### src/rtl/subservient_ram_wide.sv
// Shared SRAM port arbiter: SERV register file plus a 32-bit Wishbone slave on one sync-read SRAM.
// Each Wishbone access becomes 32/sram_dw SRAM beats; RF traffic always wins and stalls the beats.
module subservient_ram_wide #(
  parameter int sram_dw = 8,
  parameter int depth   = 256,
  parameter int aw      = $clog2(depth)
) (
  input  logic                             i_clk,
  input  logic                             i_rst_n,
  input  logic [aw-1:0]                    i_waddr,
  input  logic [sram_dw-1:0]               i_wdata,
  input  logic                             i_wen,
  input  logic [aw-1:0]                    i_raddr,
  input  logic                             i_ren,
  output logic [sram_dw-1:0]               o_rdata,
  output logic [aw-1:0]                    o_sram_waddr,
  output logic [sram_dw-1:0]               o_sram_wdata,
  output logic [sram_dw/8-1:0]             o_sram_wmask,
  output logic                             o_sram_wen,
  output logic [aw-1:0]                    o_sram_raddr,
  input  logic [sram_dw-1:0]               i_sram_rdata,
  input  logic [aw-$clog2(32/sram_dw)-1:0] i_wb_adr,
  input  logic [31:0]                      i_wb_dat,
  input  logic [3:0]                       i_wb_sel,
  input  logic                             i_wb_we,
  input  logic                             i_wb_stb,
  output logic [31:0]                      o_wb_rdt,
  output logic                             o_wb_ack
);
  localparam int NB  = 32 / sram_dw;
  localparam int BW  = $clog2(NB);
  localparam int MW  = sram_dw / 8;
  localparam int BCW = (BW > 0) ? BW : 1;
  localparam logic [BCW-1:0] LAST = BCW'(NB - 1);

  logic               wb_go;
  logic [BCW-1:0]     beat;
  logic [aw-1:0]      wb_addr;
  logic [4:0]         dat_lsb;
  logic [1:0]         sel_lsb;
  logic [sram_dw-1:0] wb_lane_dat;
  logic [MW-1:0]      wb_lane_sel;

  // The ack term idles the sequencer for one cycle so a held stb cannot restart the access.
  assign wb_go   = i_wb_stb & ~i_wen & ~i_ren & ~o_wb_ack;
  assign o_rdata = i_sram_rdata;

  always_ff @(posedge i_clk) begin
    if (!i_rst_n) begin
      beat <= '0;
    end else if (wb_go) begin
      beat <= (beat == LAST) ? '0 : beat + 1'b1;
    end
  end

  generate
    if (NB == 1) begin : g_addr_one
      assign wb_addr = i_wb_adr;
    end else begin : g_addr_multi
      assign wb_addr = {i_wb_adr, beat};
    end
  endgenerate

  assign dat_lsb     = 5'(32'(beat) * sram_dw);
  assign sel_lsb     = 2'(32'(beat) * MW);
  assign wb_lane_dat = i_wb_dat[dat_lsb +: sram_dw];
  assign wb_lane_sel = i_wb_sel[sel_lsb +: MW];

  always_comb begin
    o_sram_waddr = i_waddr;
    o_sram_raddr = i_raddr;
    o_sram_wdata = i_wdata;
    o_sram_wmask = '1;
    o_sram_wen   = i_wen;
    if (wb_go) begin
      o_sram_waddr = wb_addr;
      o_sram_raddr = wb_addr;
      o_sram_wdata = wb_lane_dat;
      o_sram_wmask = wb_lane_sel;
      o_sram_wen   = i_wb_we & (|wb_lane_sel);
    end
  end

  always_ff @(posedge i_clk) begin
    if (!i_rst_n) begin
      o_wb_ack <= 1'b0;
    end else begin
      o_wb_ack <= wb_go & (beat == LAST);
    end
  end

  // Lower lanes are captured as they return; the top lane is forwarded live in the ack cycle.
  generate
    if (NB == 1) begin : g_rdt_one
      assign o_wb_rdt = i_sram_rdata;
    end else begin : g_rdt_multi
      logic                rd_v;
      logic [BCW-1:0]      rd_b;
      logic [31-sram_dw:0] wb_rdt;
      logic [4:0]          rd_lsb;

      assign rd_lsb = 5'(32'(rd_b) * sram_dw);

      always_ff @(posedge i_clk) begin
        if (!i_rst_n) begin
          rd_v   <= 1'b0;
          rd_b   <= '0;
          wb_rdt <= '0;
        end else begin
          rd_v <= wb_go & ~i_wb_we;
          rd_b <= beat;
          if (rd_v && (rd_b != LAST)) begin
            wb_rdt[rd_lsb +: sram_dw] <= i_sram_rdata;
          end
        end
      end

      assign o_wb_rdt = {i_sram_rdata, wb_rdt};
    end
  endgenerate

endmodule

### config.mk
export PLATFORM = sky130hd
export DESIGN_NAME = subservient_ram_wide
export DESIGN_NICKNAME = d
export VERILOG_FILES = /design/src/rtl/subservient_ram_wide.sv
export SDC_FILE = /design/constraint.sdc
export NUM_CORES = 1
export LEC_CHECK = 0
export CAP_MARGIN = 20
export CORE_MARGIN = 2
export CORE_UTILIZATION = 36
export DETAILED_ROUTE_END_ITERATION = 12
export GPL_ROUTABILITY_DRIVEN = 0
export PLACE_DENSITY = 0.85
export SYNTH_ARGS = -nofsm -noshare
export SYNTH_HDL_FRONTEND = slang
export SYNTH_SLANG_ARGS = --single-unit
### constraint.sdc
create_clock -name i_clk -period 4.7 [get_ports i_clk]
set_input_delay 0.47 -clock i_clk [delete_from_list [all_inputs] [get_ports i_clk]]
set_output_delay 0.47 -clock i_clk [all_outputs]
set_load 0.005 [all_outputs]
# Word-level counts from Yosys, hierarchy flattened

Index checks and enable logic that the tools add are counted.

$add $sub $neg: 2
Eq/ne operators: 2
Shift operators: 4
Multiplexer cells: 7
Bitwise logic cells: 10
Reductions and logical operators: 1

Operators by type and width:

| operator               | count |
|---|---|
| $shiftx 32x6->8        | 1 |
| $bwmux 24              | 1 |
| $mux 8                 | 3 |
| $shift 8x7->24 const A | 1 |
| $shiftx 8x7->24        | 1 |
| $neg 5->7              | 1 |
| $and 1x1->1            | 6 |
| $not 1->1              | 4 |
| $shiftx 4x3->1         | 1 |
| $add 2x1->2 const B    | 1 |
| $eq 2x2->1 const B     | 1 |
| $mux 1                 | 2 |
| $mux 2                 | 1 |
| $ne 2x2->1 const B     | 1 |
| $logic_and 1x1->1      | 1 |

Register bits after elaboration: 30
Output and inout port bits: 67
Word-level logic and storage cells: 31

# Depth between registers and ports, before layout

Gate-level depths: netlist (run 1).

Word-level depth: 5
Depth in mapped cells: 6
Mapped depth without buffers: 5

# Worst setup path before layout (run 1)

Ideal clock, no wire load.

Kind: input-to-output
Start point: input i_wen
End point: output o_sram_raddr[0]
Data arrival time: 1.449 ns
Data required time: 4.230 ns
Setup slack: 2.781 ns
Stages on the path: 5
Cells stage by stage: or4b_4 buf_6 clkbuf_1 nand2_1 nand2_1

Longest elaborated chain between the ends: 5

RTL lines:

| what                      | line | RTL |
|---|---|---|
| from (decl)               | 12   | `input logic i_wen,` |
| $not 1->1                 | 45   | `assign wb_go = i_wb_stb & ~i_wen & ~i_ren & ~o_wb_ack;` |
| $and 1x1->1 (3 in series) | 45   |  |
| $mux 8                    | 75   | `if (wb_go) begin` |
| to (decl)                 | 20   | `output logic [aw-1:0] o_sram_raddr,` |

Every way passes these cells.

# Worst setup path in the final report (run 1)

Start point: register beat[0]
End point: output o_sram_wen

Longest elaborated chain between the ends: 3

RTL lines:

| what                   | line | RTL |
|---|---|---|
| from (decl)            | 37   | `logic [BCW-1:0] beat;` |
| from (signal assigned) | 52   | `beat <= (beat == LAST) ? '0 : beat + 1'b1;` |
| $shiftx 4x3->1         | 67   | `assign wb_lane_sel = i_wb_sel[sel_lsb +: MW];` |
| $and 1x1->1            | 80   | `o_sram_wen = i_wb_we & (\|wb_lane_sel);` |
| $mux 1                 | 75   |  |
| to (decl)              | 19   | `output logic o_sram_wen,` |

Every way passes these cells.

==> impl_metrics.tcl, run 1 <==
set metrics [dict create \
    timing.setup.tns_ps 0 \
    cts_root_buf "clkbuf_8" \
    cts_htree_levels 2 \
    ys_ff_latch 30 \
    syn-cell-area_um2 1879 \
    final_cells 432 \
    clk_pin_slew_ps 60 \
    end_kind "primary output" \
    hold_path.class "flip-flop to flip-flop" \
    rows 26 \
    cts_tree "done" \
    grt_max_degree 31 \
    rsz0062_at_grt "false" \
    fp.dieW_um 76.25 \
    dieHeight_um 76.25 \
    wl_um 6291 \
    setup_violations 0 \
    layout-drive-gt1-share_pct 5.801 \
    antennaDiodeCount 0 \
    antenna_found_initial 0 \
    cts.sinks 30 \
    multiInputGateArea_um2 1092 \
    power_density_nw_per_um2 190.9 \
    seqCellArea_um2 600.6 \
    ys_seq_area_share_pct 31.96 \
    crit_fanout 14 \
    start_util_pct 37.03 \
    dp_hpwl_um 5119 \
    p_leak_nw 1.272 \
    synth_top_area_share_pct 31.96 \
    maxSlewViolCount 0 \
    cts_resized 0 \
    clock_latency_ps 280 \
    cp_cell_sequence "mux4_2 -> a31o_2 -> clkdlybuf4s50_1" \
    hp-start "g_rdt_multi.wb_rdt[1]$_SDFFE_PN0P_" \
    cts_made_buffers 5 \
    whs_ps 463.2 \
    grtUsageMet2_pct 41.68 \
    finalNetCount 447 \
    crit_required_ps 4230 \
    fmax_mhz 355.4 \
    yosysWarningCount 0 \
    groute.layer.met1.usage_pct 22.30 \
    outcome "finished clean" \
    drtAntennaViolNets 0 \
    grt_pass1_wl_um 10340 \
    period_minus_slack_ps 2813 \
    r2r_cells 5 \
    start_kind "flip-flop" \
    arrival_ps 2340 \
    fillers 438 \
    clockBufferDepth 2 \
    fin_crit_sh_pct 59.86 \
    grt.met3_usage_pct 9.360 \
    syn_to_final_growth_pct 78.16 \
    pin_count 147 \
    cp_top_family "flip-flops" \
    dr.pass1.iters 4 \
    grt_pass1_vias 2240 \
    slew_headroom_pct 27.54 \
    grt.total_usage_pct 22.67 \
    synth_largest_area_cell "dfxtp_1" \
    cp_slowest_cell "dfxtp_1" \
    cts_hold_buf 0 \
    finalHoldViolCount 0 \
    postSynthCellCount 238 \
    io_buffers 146 \
    path_class "flip-flop to primary output" \
    drt-wirelength-per-cell_um 14.56 \
    dp_cells 424 \
    synth.distinct_cells 26 \
    slowest_delay_ps 760 \
    r2r_start "g_rdt_multi.rd_b[0]$_SDFF_PN0_" \
    routed_via_density 4.986 \
    critPathBufInv 1 \
    core_um2 5075 \
    ir_drop_mv 0.1268 \
    tightest_slew_ps 1072 \
    cts_setup_buffers 0 \
    drt_drc_violations_left 0 \
    finalClockSkew_ps 4.919 \
    num_vias 2154 \
    syn-mean-instance-area_um2 7.896 \
    holdPathStages 2 \
    crit_start "beat[0]$_SDFFE_PN0P_" \
    die_area_um2 5814 \
    grt_overflow 0 \
    syn_nets 324 \
    busiest_layer "met2" \
    cap_violations 0 \
    drt_iter0_drc 74 \
    crit_cells 3 \
    synthTopCellsByArea "dfxtp_1, nand2_1, mux4_2, a21boi_0, nand3_1" \
]
[sequential cells by signal (all words and copies together) (netlist names)]
register,cells
g_rdt_multi.wb_rdt,24
beat,2
g_rdt_multi.rd_b,2
g_rdt_multi.rd_v,1
o_wb_ack,1
[final cells by class]
type | instances | area share (%)
tap | 70 | 2.616
clock buffer | 7 | 2.578
sequential | 30 | 17.94
timing repair buffer | 147 | 43.87
inverter | 2 | 0.2242
multi-input combinational | 175 | 32.62
clock inverter | 1 | 0.1495
[layout by cell type (no fill, tap or decap)]
cell type        count
a31o_2               1
ha_1                 6
clkdlybuf4s50_1    146
a21boi_0            25
nor3b_1              1
and2_1               2
nand3b_1             3
clkbuf_1             1
inv_1                2
or3_1                1
buf_4                1
nand2_1             92
dfxtp_1             30
and3b_1              3
or4b_4               1
nor4bb_1             1
nor4b_2              2
a21boi_1             1
and3_1               1
clkinv_2             1
nand2b_1             1
mux4_2               9
nand3_1             24
nor2_1               1
clkbuf_8             6
[per-stage QoR]
step           setup slack [ps]  utilization (%)  area (um2)  power (mW)
2_1_floorplan              2781                -        1879      0.3206
3_3_place_gp               1938            64.18        3257      0.4337
3_5_place_dp               1890            64.18        3257      0.4378
4_1_cts                    1818            65.98        3348      0.6509
5_1_grt                    1686            65.98        3348      0.6724
6_report                   1887            65.98        3348      0.6391
[synth_stat cells]
cell and count:
nand2_1 92, dfxtp_1 30, a21boi_0 25, nand3_1 24
buf_4 16, clkbuf_1 12, mux4_2 9, ha_1 6
and3b_1 3, nand3b_1 3, and2_1 2, inv_1 2
a21boi_1 1, a31o_2 1, and3_1 1, buf_1 1
buf_2 1, buf_6 1, nand2b_1 1, nor2_1 1
nor3b_1 1, nor4b_1 1, nor4b_2 1, nor4bb_1 1
or3_1 1, or4b_4 1
[worst paths after layout]
kind	to	slack [ps]
setup / recovery	o_sram_wen	1890
hold / removal	g_rdt_multi.wb_rdt[1]$_SDFFE_PN0P_	460
setup reg to reg	g_rdt_multi.wb_rdt[14]$_SDFFE_PN0P_	2460
hold reg to reg	g_rdt_multi.wb_rdt[1]$_SDFFE_PN0P_	460
[metal layers]
layer | vias up | share of wire (%)
li1 | 1029 | -
met1 | 997 | 35
met2 | 116 | 54
met3 | 12 | 9.4
met4 | 0 | 1.8
met5 | - | 0
[kinds of logic (layout without fill, tap and decap cells)]
| family | count (synthesis) | count (layout) | share of synthesized area [%] |
|---|---|---|---|
| adder cells (fa/ha/maj) | 6 | 6 | 3.995 |
| flip-flops | 30 | 30 | 31.96 |
| AO/OA/AOI/OAI | 27 | 27 | 10.85 |
| multiplexers | 9 | 9 | 10.79 |
| AND/OR/NAND/NOR | 133 | 133 | 32.16 |
| buffers and inverters | 33 | 157 | 10.25 |
[tightest hold or removal path: stages (launching register included)]
cell      delay (ps)
dfxtp_1          310
nand2_1           50
a21boi_0          60
[report_power, final]
| group | internal (mW) | switching [mW] | total (mW) |
|---|---|---|---|
| clock | 0.118 | 0.0901 | 0.208 |
| combinational | 0.119 | 0.0521 | 0.171 |
| sequential | 0.256 | 0.00390 | 0.260 |
| total | 0.493 | 0.146 | 0.639 |
Power figures use the tool's default switching activity.
==> inputs of run 2 (changes only) <==
CORE_UTILIZATION = 30   (was 36)
PLACE_DENSITY = 0.76   (was 0.85)
clock period = 2.35 ns   (was 4.7 ns; I/O delays follow)
==> impl_metrics.tcl, run 2 (same netlist as run 1, synthesis figures left out) <==
set metrics [dict create \
    antennaDiodeCount 0 \
    power.total_mw 1.294 \
    cts_root_buf "clkbuf_8" \
    top_regs "g_rdt_multi.wb_rdt: 24 flops, beat: 2 flops, g_rdt_multi.rd_b: 2 flops" \
    clock_latency_ps 280 \
    die_area_um2 6913 \
    wl_um 6186 \
    syn_to_final_growth_pct 80.76 \
    crit_required_ps 2120 \
    rsz0062_at_grt "true" \
    core_um2 5991 \
    outcome "finished clean" \
    power_frac_comb_pct 26.7 \
    cap_violations 0 \
    internal_power_uw 988.1 \
    grt.total_usage_pct 18.31 \
    cts_htree_levels 2 \
    rows 28 \
    ir_drop_mv 0.2419 \
    arrival_ps 2070 \
    drt-wirelength-per-cell_um 14.03 \
    start_util_pct 31.37 \
    num_vias 2123 \
    power_density_nw_per_um2 380.9 \
    finalClockSkew_ps 9.032 \
    dp_slack_ps 19.89 \
    antenna_found_initial 0 \
    clkPwrFrac_pct 33.4 \
    mostFrequentLayoutCells "clkdlybuf4s50_1, nand2_1, dfxtp_1, a21boi_0, nand3_1" \
    cts_hold_buf 0 \
    path_class "input pin to primary output" \
    cts.sinks 30 \
    cts_setup_buffers 0 \
    grt_overflow 0 \
    stdcell_area_um2 3397 \
    largest_register_ffs 24 \
    setup_violations 0 \
    clk_pin_slew_ps 60 \
    top_register "g_rdt_multi.wb_rdt" \
    grt_pass1_wl_um 10450 \
    slew_headroom_pct 44.30 \
    fp.dieW_um 83.15 \
    drtAntennaViolNets 0 \
    finalNetCount 451 \
    timing.setup.tns_ps 0 \
    start_kind "input pin" \
    clockBufferDepth 2 \
    dr.pass1.iters 4 \
    cts_tree "done" \
    p_switching_uw 305.6 \
    ff2ff_setup_slack_ps 690 \
    finalHoldViolCount 0 \
    end_kind "primary output" \
    p_leak_nw 1.303 \
    dieHeight_um 83.15 \
    fin_ws_ps 47.14 \
    fmax_mhz 434.2 \
    tightest_slew_ps 832.8 \
    fin_crit_sh_pct 97.99 \
    hold_path.class "flip-flop to flip-flop" \
    cts_made_buffers 5 \
    crit_fanout 27 \
    layout-drive-gt1-share_pct 7.650 \
    grt_pass1_vias 2244 \
    final_common_cell "clkdlybuf4s50_1" \
    io_buffers 146 \
    routed_via_density 4.814 \
    pin_count 147 \
    fillers 555 \
    drt_iter0_drc 52 \
    maxSlewViolCount 0 \
    drt_drc_violations_left 0 \
    power_frac_seq_pct 40.0 \
    finish.utilization_pct 56.70 \
    period_minus_slack_ps 2303 \
    placed_area_um2 3293 \
    dp_hpwl_um 5060 \
    grt_max_degree 31 \
    swShare_pct 23.62 \
]
-- run 2: cell types whose count changed in the layout (fill, tap and decap cells not counted), sizes merged --
cell           delta
clkdlybuf4s50     -1
dlymetal6s2s      +1
clkbuf            -1
buf               +4
clkinvlp          +1
-- run 2: final timing paths --
path / cells past startpoint / startpoint / to
max: 5 / i_wen / o_sram_raddr[5]
min: 2 / g_rdt_multi.wb_rdt[3]$_SDFFE_PN0P_ / g_rdt_multi.wb_rdt[3]$_SDFFE_PN0P_
max reg2reg: 6 / g_rdt_multi.rd_b[0]$_SDFF_PN0_ / g_rdt_multi.wb_rdt[12]$_SDFFE_PN0P_
min reg2reg: 2 / g_rdt_multi.wb_rdt[3]$_SDFFE_PN0P_ / g_rdt_multi.wb_rdt[3]$_SDFFE_PN0P_
-- run 2: power groups by stage --
stage	clock (mW)	sequential, mW	combinational (mW)
5_1_grt	0.469	0.517	0.372
3_5_place_dp	0	0.528	0.348
6_report	0.432	0.517	0.345
4_1_cts	0.442	0.517	0.349
2_1_floorplan	0	0.527	0.114
3_3_place_gp	0	0.528	0.343
-- run 2: metal layers --
metal	part of all wire, %	wire length (um)	GRT usage, %
met2	51	3140	32.55
met4	3.3	206	8.197
met1	36	2207	18.93
met3	10	630	7.157
met5	0	0	0
-- run 2: layout make-up --
| class | count | area (um2) | area share (%) |
|---|---|---|---|
| Clock inverter | 2 | 12.51 | 0.3683 |
| Tap cell | 75 | 93.84 | 2.762 |
| Sequential cell | 30 | 603.1 | 17.75 |
| Timing Repair Buffer | 151 | 1505 | 44.31 |
| Inverter | 2 | 7.507 | 0.2210 |
| Multi-Input combinational cell | 175 | 1092 | 32.15 |
| Clock buffer | 6 | 82.58 | 2.431 |
-- run 2: critical path, stage by stage --
cell and delay (ps):
clkdlybuf4s50_1 460, or4b_4 700, nand2_1 130, nand2_1 60, clkdlybuf4s50_1 460
-- run 2: per-stage QoR --
stage / cells / hold slack, ps
2_1_floorplan: 238 / 307.3
3_3_place_gp: 433 / 453.4
3_5_place_dp: 433 / 461.0
4_1_cts: 441 / 468.9
5_1_grt: 441 / 480.4
6_report: 441 / 465.7
-- run 2: timing repair --
action / CTS / global route
gates resized for setup: 1 / 3
pin swaps: 0 / 1
endpoints found under the hold margin: 0 / 0
setup endpoints to repair: 4 / 18
==> inputs of run 3 (changes only) <==
MAX_ROUTING_LAYER = met4   (was not set)
SKIP_CTS_REPAIR_TIMING = 1   (was not set)
SLEW_MARGIN = 20   (was not set)
==> impl_metrics.tcl, run 3 (same netlist as run 1, synthesis figures left out) <==
set metrics [dict create \
    layout-drive-gt1-share_pct 7.650 \
    mostFrequentLayoutCells "clkdlybuf4s50_1, nand2_1, dfxtp_1, a21boi_0, nand3_1" \
    outcome "finished clean" \
    hp-start "g_rdt_multi.wb_rdt[3]$_SDFFE_PN0P_" \
    slowest_delay_ps 700 \
    fp.dieW_um 83.15 \
    syn_to_final_growth_pct 80.76 \
    ir_drop_mv 0.2419 \
    cts_root_buf "clkbuf_8" \
    start_kind "input pin" \
    top_register "g_rdt_multi.wb_rdt" \
    grt_pass1_wl_um 10410 \
    crit_start "i_wen" \
    cts_tree "done" \
    dp_hpwl_um 5060 \
    arrival_ps 2070 \
    critPathBufInv 2 \
    setup_violations 0 \
    fin_crit_sh_pct 98.13 \
    grt_pass1_vias 2255 \
    antenna_found_initial 0 \
    largest_register_ffs 24 \
    grt.total_usage_pct 18.83 \
    cap_violations 0 \
    rsz0062_at_grt "true" \
    dieHeight_um 83.15 \
    cp_slowest_cell "or4b_4" \
    wl_um 6186 \
    r2r_start "g_rdt_multi.rd_b[0]$_SDFF_PN0_" \
    end_kind "primary output" \
    fillers 555 \
    power_density_nw_per_um2 380.6 \
    top_regs "g_rdt_multi.wb_rdt: 24 flops, beat: 2 flops, g_rdt_multi.rd_b: 2 flops" \
    routed_via_density 4.830 \
    timing.setup.tns_ps 0 \
    cts_htree_levels 2 \
    period_minus_slack_ps 2306 \
    num_vias 2130 \
    crit_fanout 27 \
    hold_path.class "flip-flop to flip-flop" \
    maxSlewViolCount 0 \
    fin_ws_ps 43.91 \
    final_cells 441 \
    slew_headroom_pct 44.60 \
    cp_top_family "buffers and inverters" \
    path_class "input pin to primary output" \
    grt_overflow 0 \
    grt_max_degree 31 \
    dr.pass1.iters 4 \
    drt_iter0_drc 50 \
    crit_required_ps 2120 \
    cts.sinks 30 \
    drt_drc_violations_left 0 \
    p_leak_nw 1.303 \
    clockBufferDepth 2 \
    drt-wirelength-per-cell_um 14.03 \
    dp_slack_ps 19.89 \
    whs_ps 465.7 \
    clk_pin_slew_ps 60 \
    tightest_slew_ps 828.5 \
    die_area_um2 6913 \
    cp_cell_sequence "clkdlybuf4s50_1 -> or4b_4 -> nand2_1 -> nand2_1 -> clkdlybuf4s50_1" \
    start_util_pct 31.37 \
    finalNetCount 451 \
    io_buffers 146 \
    drtAntennaViolNets 0 \
    pin_count 147 \
    fmax_mhz 433.6 \
    antennaDiodeCount 0 \
    cts_made_buffers 5 \
    clock_latency_ps 280 \
    core_um2 5991 \
    finalClockSkew_ps 7.997 \
    finalHoldViolCount 0 \
    dp_cells 433 \
    final_common_cell "clkdlybuf4s50_1" \
    rows 28 \
]
[run 3: area by class of cell]
class,count,area [um2],share of cell area (%)
clock inverters,2,12.51,0.3683
clock buffers,6,82.58,2.431
inverters,2,7.507,0.2210
multi-input cells,175,1092,32.15
well taps,75,93.84,2.762
flip-flops and latches,30,603.1,17.75
repair buffers,151,1505,44.31
[run 3: metrics by stage]
step / utilization [%] / power (mW) / area [um2]
final: 56.70 / 1.293 / 3397
after global routing: 56.70 / 1.358 / 3397
after CTS: 56.56 / 1.308 / 3388
after detailed placement: 54.97 / 0.8760 / 3293
after global placement: 54.97 / 0.8712 / 3293
after floorplan: - / 0.6412 / 1879
[run 3: worst register-to-register path, delay by kind of cell, from the launching register on]
family	cells	cell delay (ps)
buffers and inverters	2	310
flip-flops	1	430
adder cells (fa/ha/maj)	1	320
AND/OR/NAND/NOR	2	370
AO/OA/AOI/OAI	1	160
[run 3: metal layers]
metal	up-vias	share of wire (%)	GRT usage, %
met1	957	36	19.36
met2	117	51	32.55
li1	1038	-	-
met3	18	9.2	6.461
met4	0	3.3	8.197
met5	-	0	-
[run 3: final timing paths]
| path | depth (start not counted) | endpoint | slack, ps |
|---|---|---|---|
| worst max-delay path | 5 | o_sram_raddr[6] | 40 |
| worst min-delay path | 2 | g_rdt_multi.wb_rdt[3]$_SDFFE_PN0P_ | 470 |
| worst max register to register | 6 | g_rdt_multi.wb_rdt[12]$_SDFFE_PN0P_ | 690 |
| worst min register to register | 2 | g_rdt_multi.wb_rdt[3]$_SDFFE_PN0P_ | 470 |
[run 3: report_power, final]
part	total [mW]	switching [mW]	internal, mW
clock network	0.430	0.196	0.235
registers	0.517	0.00463	0.512
logic	0.345	0.104	0.241
total	1.29	0.305	0.988
